===== src/rtl/muldiv_unit.sv =====
// Iterative RV32M/RV64M multiply/divide unit: shift-add multiply, restoring divide, one step per cycle.
// Define MULDIV_FASTMUL_EN to replace the iterative multiply with a single-cycle registered multiplier.
module muldiv_unit #(
    parameter int XLEN  = 32,
    parameter int TAG_W = 5
) (
    input  logic             clk,
    input  logic             rst,
    input  logic             in_valid,
    output logic             in_ready,
    input  logic [2:0]       op,
    input  logic [XLEN-1:0]  a,
    input  logic [XLEN-1:0]  b,
    input  logic [TAG_W-1:0] tag,
    input  logic             kill,
    output logic             out_valid,
    input  logic             out_ready,
    output logic [XLEN-1:0]  result,
    output logic [TAG_W-1:0] out_tag
);
    localparam int CNT_W = $clog2(XLEN);
    localparam logic [1:0] S_IDLE = 2'd0;
    localparam logic [1:0] S_BUSY = 2'd1;
    localparam logic [1:0] S_DONE = 2'd2;
    localparam logic [XLEN-1:0] INT_MIN = {1'b1, {(XLEN-1){1'b0}}};

    logic [1:0]       state_reg;
    logic [CNT_W-1:0] cnt_reg;
    logic [XLEN-1:0]  hi_reg, lo_reg, d_reg, result_reg;
    logic [2:0]       op_reg;
    logic [TAG_W-1:0] tag_reg;
    logic             neg_reg, sa_reg;

    // Operand decode at accept time
    logic            signed_a, signed_b, sa_in, sb_in, div_zero, div_ovf;
    logic [XLEN-1:0] mag_a, mag_b;

    assign signed_a = !(op == 3'd3 || op == 3'd5 || op == 3'd7);
    assign signed_b = (op == 3'd0 || op == 3'd1 || op == 3'd4 || op == 3'd6);
    assign sa_in    = signed_a & a[XLEN-1];
    assign sb_in    = signed_b & b[XLEN-1];
    assign mag_a    = sa_in ? -a : a;
    assign mag_b    = sb_in ? -b : b;
    assign div_zero = (b == '0);
    assign div_ovf  = (op == 3'd4 || op == 3'd6) && (a == INT_MIN) && (b == '1);

    // One iteration step; hi/lo hold {acc, multiplier} for mul, {remainder, dividend/quotient} for div
    logic [XLEN:0]   mul_sum, div_shift;
    logic            div_ge;
    logic [XLEN-1:0] step_hi, step_lo;

    assign mul_sum   = {1'b0, hi_reg} + (lo_reg[0] ? {1'b0, d_reg} : '0);
    assign div_shift = {hi_reg, lo_reg[XLEN-1]};
    assign div_ge    = (div_shift >= {1'b0, d_reg});

    always_comb begin
        step_hi = mul_sum[XLEN:1];
        step_lo = {mul_sum[0], lo_reg[XLEN-1:1]};
        if (op_reg[2]) begin
            step_hi = div_ge ? (div_shift[XLEN-1:0] - d_reg) : div_shift[XLEN-1:0];
            step_lo = {lo_reg[XLEN-2:0], div_ge};
        end
    end

    // Sign correction applied to the final step's outputs
    logic [2*XLEN-1:0] prod_c;
    logic [XLEN-1:0]   quo_c, rem_c, final_res;

    assign prod_c    = neg_reg ? -{step_hi, step_lo} : {step_hi, step_lo};
    assign quo_c     = neg_reg ? -step_lo : step_lo;
    assign rem_c     = sa_reg ? -step_hi : step_hi;
    assign final_res = op_reg[2] ? (op_reg[1] ? rem_c : quo_c)
                     : ((op_reg[1:0] == 2'b00) ? prod_c[XLEN-1:0] : prod_c[2*XLEN-1:XLEN]);

`ifdef MULDIV_FASTMUL_EN
    logic [2*XLEN-1:0] ext_a, ext_b, fast_prod;
    logic [XLEN-1:0]   fast_res;

    assign ext_a     = {{XLEN{sa_in}}, a};
    assign ext_b     = {{XLEN{sb_in}}, b};
    assign fast_prod = ext_a * ext_b;
    assign fast_res  = (op[1:0] == 2'b00) ? fast_prod[XLEN-1:0] : fast_prod[2*XLEN-1:XLEN];
`endif

    assign in_ready  = (state_reg == S_IDLE) && !kill && !rst;
    assign out_valid = (state_reg == S_DONE);
    assign result    = result_reg;
    assign out_tag   = tag_reg;

    always_ff @(posedge clk) begin
        if (rst) begin
            state_reg  <= S_IDLE;
            cnt_reg    <= '0;
            hi_reg     <= '0;
            lo_reg     <= '0;
            d_reg      <= '0;
            result_reg <= '0;
            op_reg     <= '0;
            tag_reg    <= '0;
            neg_reg    <= 1'b0;
            sa_reg     <= 1'b0;
        end else if (kill) begin
            state_reg <= S_IDLE;
        end else begin
            case (state_reg)
                S_IDLE: begin
                    if (in_valid && in_ready) begin
                        op_reg  <= op;
                        tag_reg <= tag;
                        neg_reg <= sa_in ^ sb_in;
                        sa_reg  <= sa_in;
                        cnt_reg <= CNT_W'(XLEN-1);
                        hi_reg  <= '0;
                        if (op[2]) begin
                            lo_reg <= mag_a;
                            d_reg  <= mag_b;
                            // Degenerate divides resolve without iterating
                            if (div_zero) begin
                                result_reg <= op[1] ? a : '1;
                                state_reg  <= S_DONE;
                            end else if (div_ovf) begin
                                result_reg <= op[1] ? '0 : a;
                                state_reg  <= S_DONE;
                            end else begin
                                state_reg <= S_BUSY;
                            end
                        end else begin
`ifdef MULDIV_FASTMUL_EN
                            result_reg <= fast_res;
                            state_reg  <= S_DONE;
`else
                            lo_reg    <= mag_b;
                            d_reg     <= mag_a;
                            state_reg <= S_BUSY;
`endif
                        end
                    end
                end
                S_BUSY: begin
                    hi_reg <= step_hi;
                    lo_reg <= step_lo;
                    if (cnt_reg == '0) begin
                        result_reg <= final_res;
                        state_reg  <= S_DONE;
                    end else begin
                        cnt_reg <= cnt_reg - CNT_W'(1);
                    end
                end
                S_DONE: begin
                    if (out_ready) state_reg <= S_IDLE;
                end
                default: state_reg <= S_IDLE;
            endcase
        end
    end
endmodule


===== config.mk =====
export PLATFORM = sky130hd
export DESIGN_NAME = muldiv_unit
export DESIGN_NICKNAME = d
export VERILOG_FILES = /design/src/rtl/muldiv_unit.sv
export SDC_FILE = /design/constraint.sdc
export NUM_CORES = 1
export LEC_CHECK = 0
export CAP_MARGIN = 10
export CORE_MARGIN = 1
export CORE_UTILIZATION = 37
export CTS_CLUSTER_DIAMETER = 60
export DETAILED_ROUTE_END_ITERATION = 8
export SLEW_MARGIN = 20
export SYNTH_ARGS = -nofsm -noshare
export SYNTH_HDL_FRONTEND = slang
export SYNTH_SLANG_ARGS = --single-unit

===== constraint.sdc =====
create_clock -name clk -period 6.2 [get_ports clk]
set_input_delay 1.24 -clock clk [delete_from_list [all_inputs] [get_ports clk]]
set_output_delay 1.24 -clock clk [all_outputs]
set_load 0.005 [all_outputs]

==> results.md, run 1 <==
* Post-CTS Resized at 0
* Max-cap check violation count at 0
* Vias per inst at ~6.4
* N_diodes at 0
* Reg power frac at 0.295
* Root buf cell: clkbuf_16
* Leading cell types by total area after synthesis: dfxtp_1 (18%), nor2_1 (6.5%), nand2_1 (6.0%)
* Placement Setup Slack at 0.5778 ns
* CTS tree: built
* DRT Pass-1 Iters at 6
* Net Sw Power at 1.407 mW
* Kind of critical path: reg -> reg
* Internal power at 1.993 mW
* Nets at 2563
* 1st-iter DRT viols at 2427
* Yosys warns at 0
* Global routing usage on met3 at 0.05618
* Area grow syn2layout at 13.74%
* Total GRT Usage at 0.3414
* Status: finished, final reports clean
* Die area at 45460 um2
* Maximum vdd drop at about 0.2 mV
* Antenna violations before repair at 1
* Syn_area_per_cell at 6.929 um2
* Share of layout cells above drive strength 1 at 0.06265
* # hold bufs at CTS at 0
* Largest net degree at the start of global routing at 90
* Crit path launch type: register
* Die Ht at about 210 um
* CP Data Required Time at ~6.6 ns
* GPL Wtd Cong at 1.063
* Max Fanout on Critical Path at 14
* Final hold viol count at 0
* Max Fclk at 174.4 MHz
* Leakage at ~7 nW
* Biggest area consumer among synthesized cells: dfxtp_1
* Inserted Clock Buffers at 17
* Post-synth cell types at roughly 100
* Initial Utilization at 0.3741
* Gr ovfl total at 0
* Ports at 116
* Core region area at 44120 um2
* Clock power frac at 0.324
* Cells after Synth at 2382
* Worst skew pair latency at 0.47 ns
* CTS clk-pin slew, worst paths at 0.07 ns
* Most used routing layer: met2
* Post-CTS setup buffer count at 0
* PD cells at roughly 180 nW/um2
* Setup WS post-layout at 0.4649 ns
* Crit path DAT at slightly above 6 ns
* Relative slew slack at 0.2245
* Clock buffer depth at 2
* Die X-Extent at 213.2 um
* Switching Share at 0.4138
* Synth Flop Type: dfxtp_1
* Site Rows at 77
* Fin. max-slew vios at 0
* Worst Setup End Kind: register
* Most frequent cells in the layout: nor2_1 (281), nand2_1 (266), a21oi_1 (195)
* Tcrit/Tclk final at 0.9250
* Sink Count at between 100 and 150
* Mapped Area at roughly 17000 um2
* Fin Hold WS at around 0.46 ns
* Final wirelength at ~77000 um
* Register area share after synthesis at 0.1759
* Area share of the largest cell type after synthesis at 0.1759
* Syn nets at between 2k and 3k
* Number of enable flip-flop cells after synthesis at 0
* Worst slew pin tran at roughly 1.2 ns
* # DRC at 0
* Wire length per cell at around 26 um
* Final setup fails at 0
* Vias in the first global route at roughly 18k
* First-pass GRT wire length at approximately 120000 um
* GR Layer Usage met1 at 0.4538
* Synth Register Bits at roughly 150
* Antenna Nets Post-Route at 0
* H-tree Lvls at 4
* Grt met2 use at 0.5244
* Min cycle time layout at 5.735 ns
* Asr flop ratio synth at 0
* Combinational share of power at 0.381
* Hpwl dp at between 60000 and 70000 um
* Hold Crit Class: reg -> reg
* Vias at 19.29k
* Port buffer count at 115
* Most common cell after layout, fill and taps aside: nor2_1
* Unrepaired setup endpoints after global routing: no
* Clock skew at approximately 0.011 ns
* Setup_tns at 0 ns
-- synthesized netlist by cell type, drive strengths merged, types with 19 or more instances --
| master | number |
|---|---|
| nand2 | 267 |
| mux2i | 62 |
| nand4 | 39 |
| o21ai | 168 |
| ha | 71 |
| maj3 | 19 |
| and2 | 44 |
| nor3 | 77 |
| a21oi | 201 |
| o211ai | 75 |
| a21o | 31 |
| xor2 | 62 |
| buf | 47 |
| clkbuf | 114 |
| a31oi | 21 |
| o21a | 24 |
| a211oi | 55 |
| nor4 | 23 |
| a22oi | 31 |
| nor2 | 284 |
| inv | 82 |
| o31ai | 24 |
| nand3 | 41 |
| xnor2 | 97 |
| dfxtp | 145 |
-- stage by stage --
stage | area [um2] | total power [mW] | instances | util
floorplan | 16510 | 1.796 | 2382 | -
global placement | 18180 | 2.271 | 2986 | 0.4120
detailed placement | 18180 | 2.271 | 2986 | 0.4120
CTS | 18770 | 3.364 | 3018 | 0.4255
global route | 18770 | 3.528 | 3018 | 0.4255
finish | 18770 | 3.400 | 3018 | 0.4255
-- final timing paths --
check                                          endpoint  slack [ns]               startpoint  cells past startpoint
worst min register to register  out_tag[0]$_SDFFE_PP0P_        0.46  out_tag[0]$_SDFFE_PP0P_                      2
worst max register to register  result[26]$_SDFFE_PP0P_        0.46    d_reg[3]$_SDFFE_PP0P_                     21
worst max-delay path            result[26]$_SDFFE_PP0P_        0.46    d_reg[3]$_SDFFE_PP0P_                     21
worst min-delay path            out_tag[0]$_SDFFE_PP0P_        0.46  out_tag[0]$_SDFFE_PP0P_                      2
-- worst max-delay path, cell delays in order (launching register included) --
cell	delay, ns
dfxtp_1	0.36
inv_1	0.06
ha_1	0.34
a21o_1	0.21
a21oi_2	0.37
a2111oi_4	0.19
o31a_4	0.42
nor2_2	0.15
nor2_1	0.07
a21oi_1	0.20
ha_1	0.22
o21ai_0	0.13
or4_1	0.58
nor4_1	0.32
nand3b_1	0.25
or3_1	0.47
nor2_1	0.22
nand2_1	0.23
o21ai_0	0.20
o31ai_1	0.10
a211oi_1	0.38
o21ai_0	0.14
-- routing by layer --
metal / up-vias / wire (um)
li1: 8808 / -
met1: 9284 / 32810
met2: 1003 / 33930
met3: 196 / 6333
met4: 0 / 4373
met5: - / 0
-- cell type report --
type | instances | area, um2
Inverter | 82 | 307.8
Sequential cell | 145 | 2907
Timing Repair Buffer | 173 | 1579
Clock buffer | 19 | 442.9
Multi-Input combinational cell | 1994 | 12640
Tap cell | 592 | 740.7
Fill cell | 4711 | 25350
Clock inverter | 13 | 152.6
-- power by group through the flow --
stage                     clock [mW]  sequential [mW]  combinational [mW]
after global routing            1.15             1.01                1.37
after CTS                       1.11             1.00                1.25
final                           1.10             1.00                1.29
after detailed placement           0             1.02                1.25
after global placement             0             1.02                1.25
after floorplan                    0             1.01               0.789
-- cell families after synthesis --
group,count (synthesis),share of synthesized area
AOI/OAI and AO/OA,795,0.3235
xor gates and xnor gates,159,0.08437
adders and majority gates,92,0.06777
buffers and inverters,243,0.05988
DFF,145,0.1759
muxes,68,0.04169
and+or+nand+nor,880,0.2470
No activity file was read; power rests on OpenSTA's default activity.
==> run 2: changes to the inputs <==
--- a/config.mk
+++ b/config.mk
@@ -10,7 +10,7 @@
 export CORE_UTILIZATION = 37
 export CTS_CLUSTER_DIAMETER = 60
 export DETAILED_ROUTE_END_ITERATION = 8
-export SLEW_MARGIN = 20
+export SLEW_MARGIN = 10
 export SYNTH_ARGS = -nofsm -noshare
 export SYNTH_HDL_FRONTEND = slang
 export SYNTH_SLANG_ARGS = --single-unit
==> results of run 2 <==
Final layout, timing and power as in run 1 (identical DEF).
==> run 3: changes to the inputs <==
--- a/config.mk
+++ b/config.mk
@@ -14,3 +14,4 @@
 export SYNTH_ARGS = -nofsm -noshare
 export SYNTH_HDL_FRONTEND = slang
 export SYNTH_SLANG_ARGS = --single-unit
+export TNS_END_PERCENT = 100
==> results of run 3 <==
Final layout, timing and power as in run 1 (identical DEF).
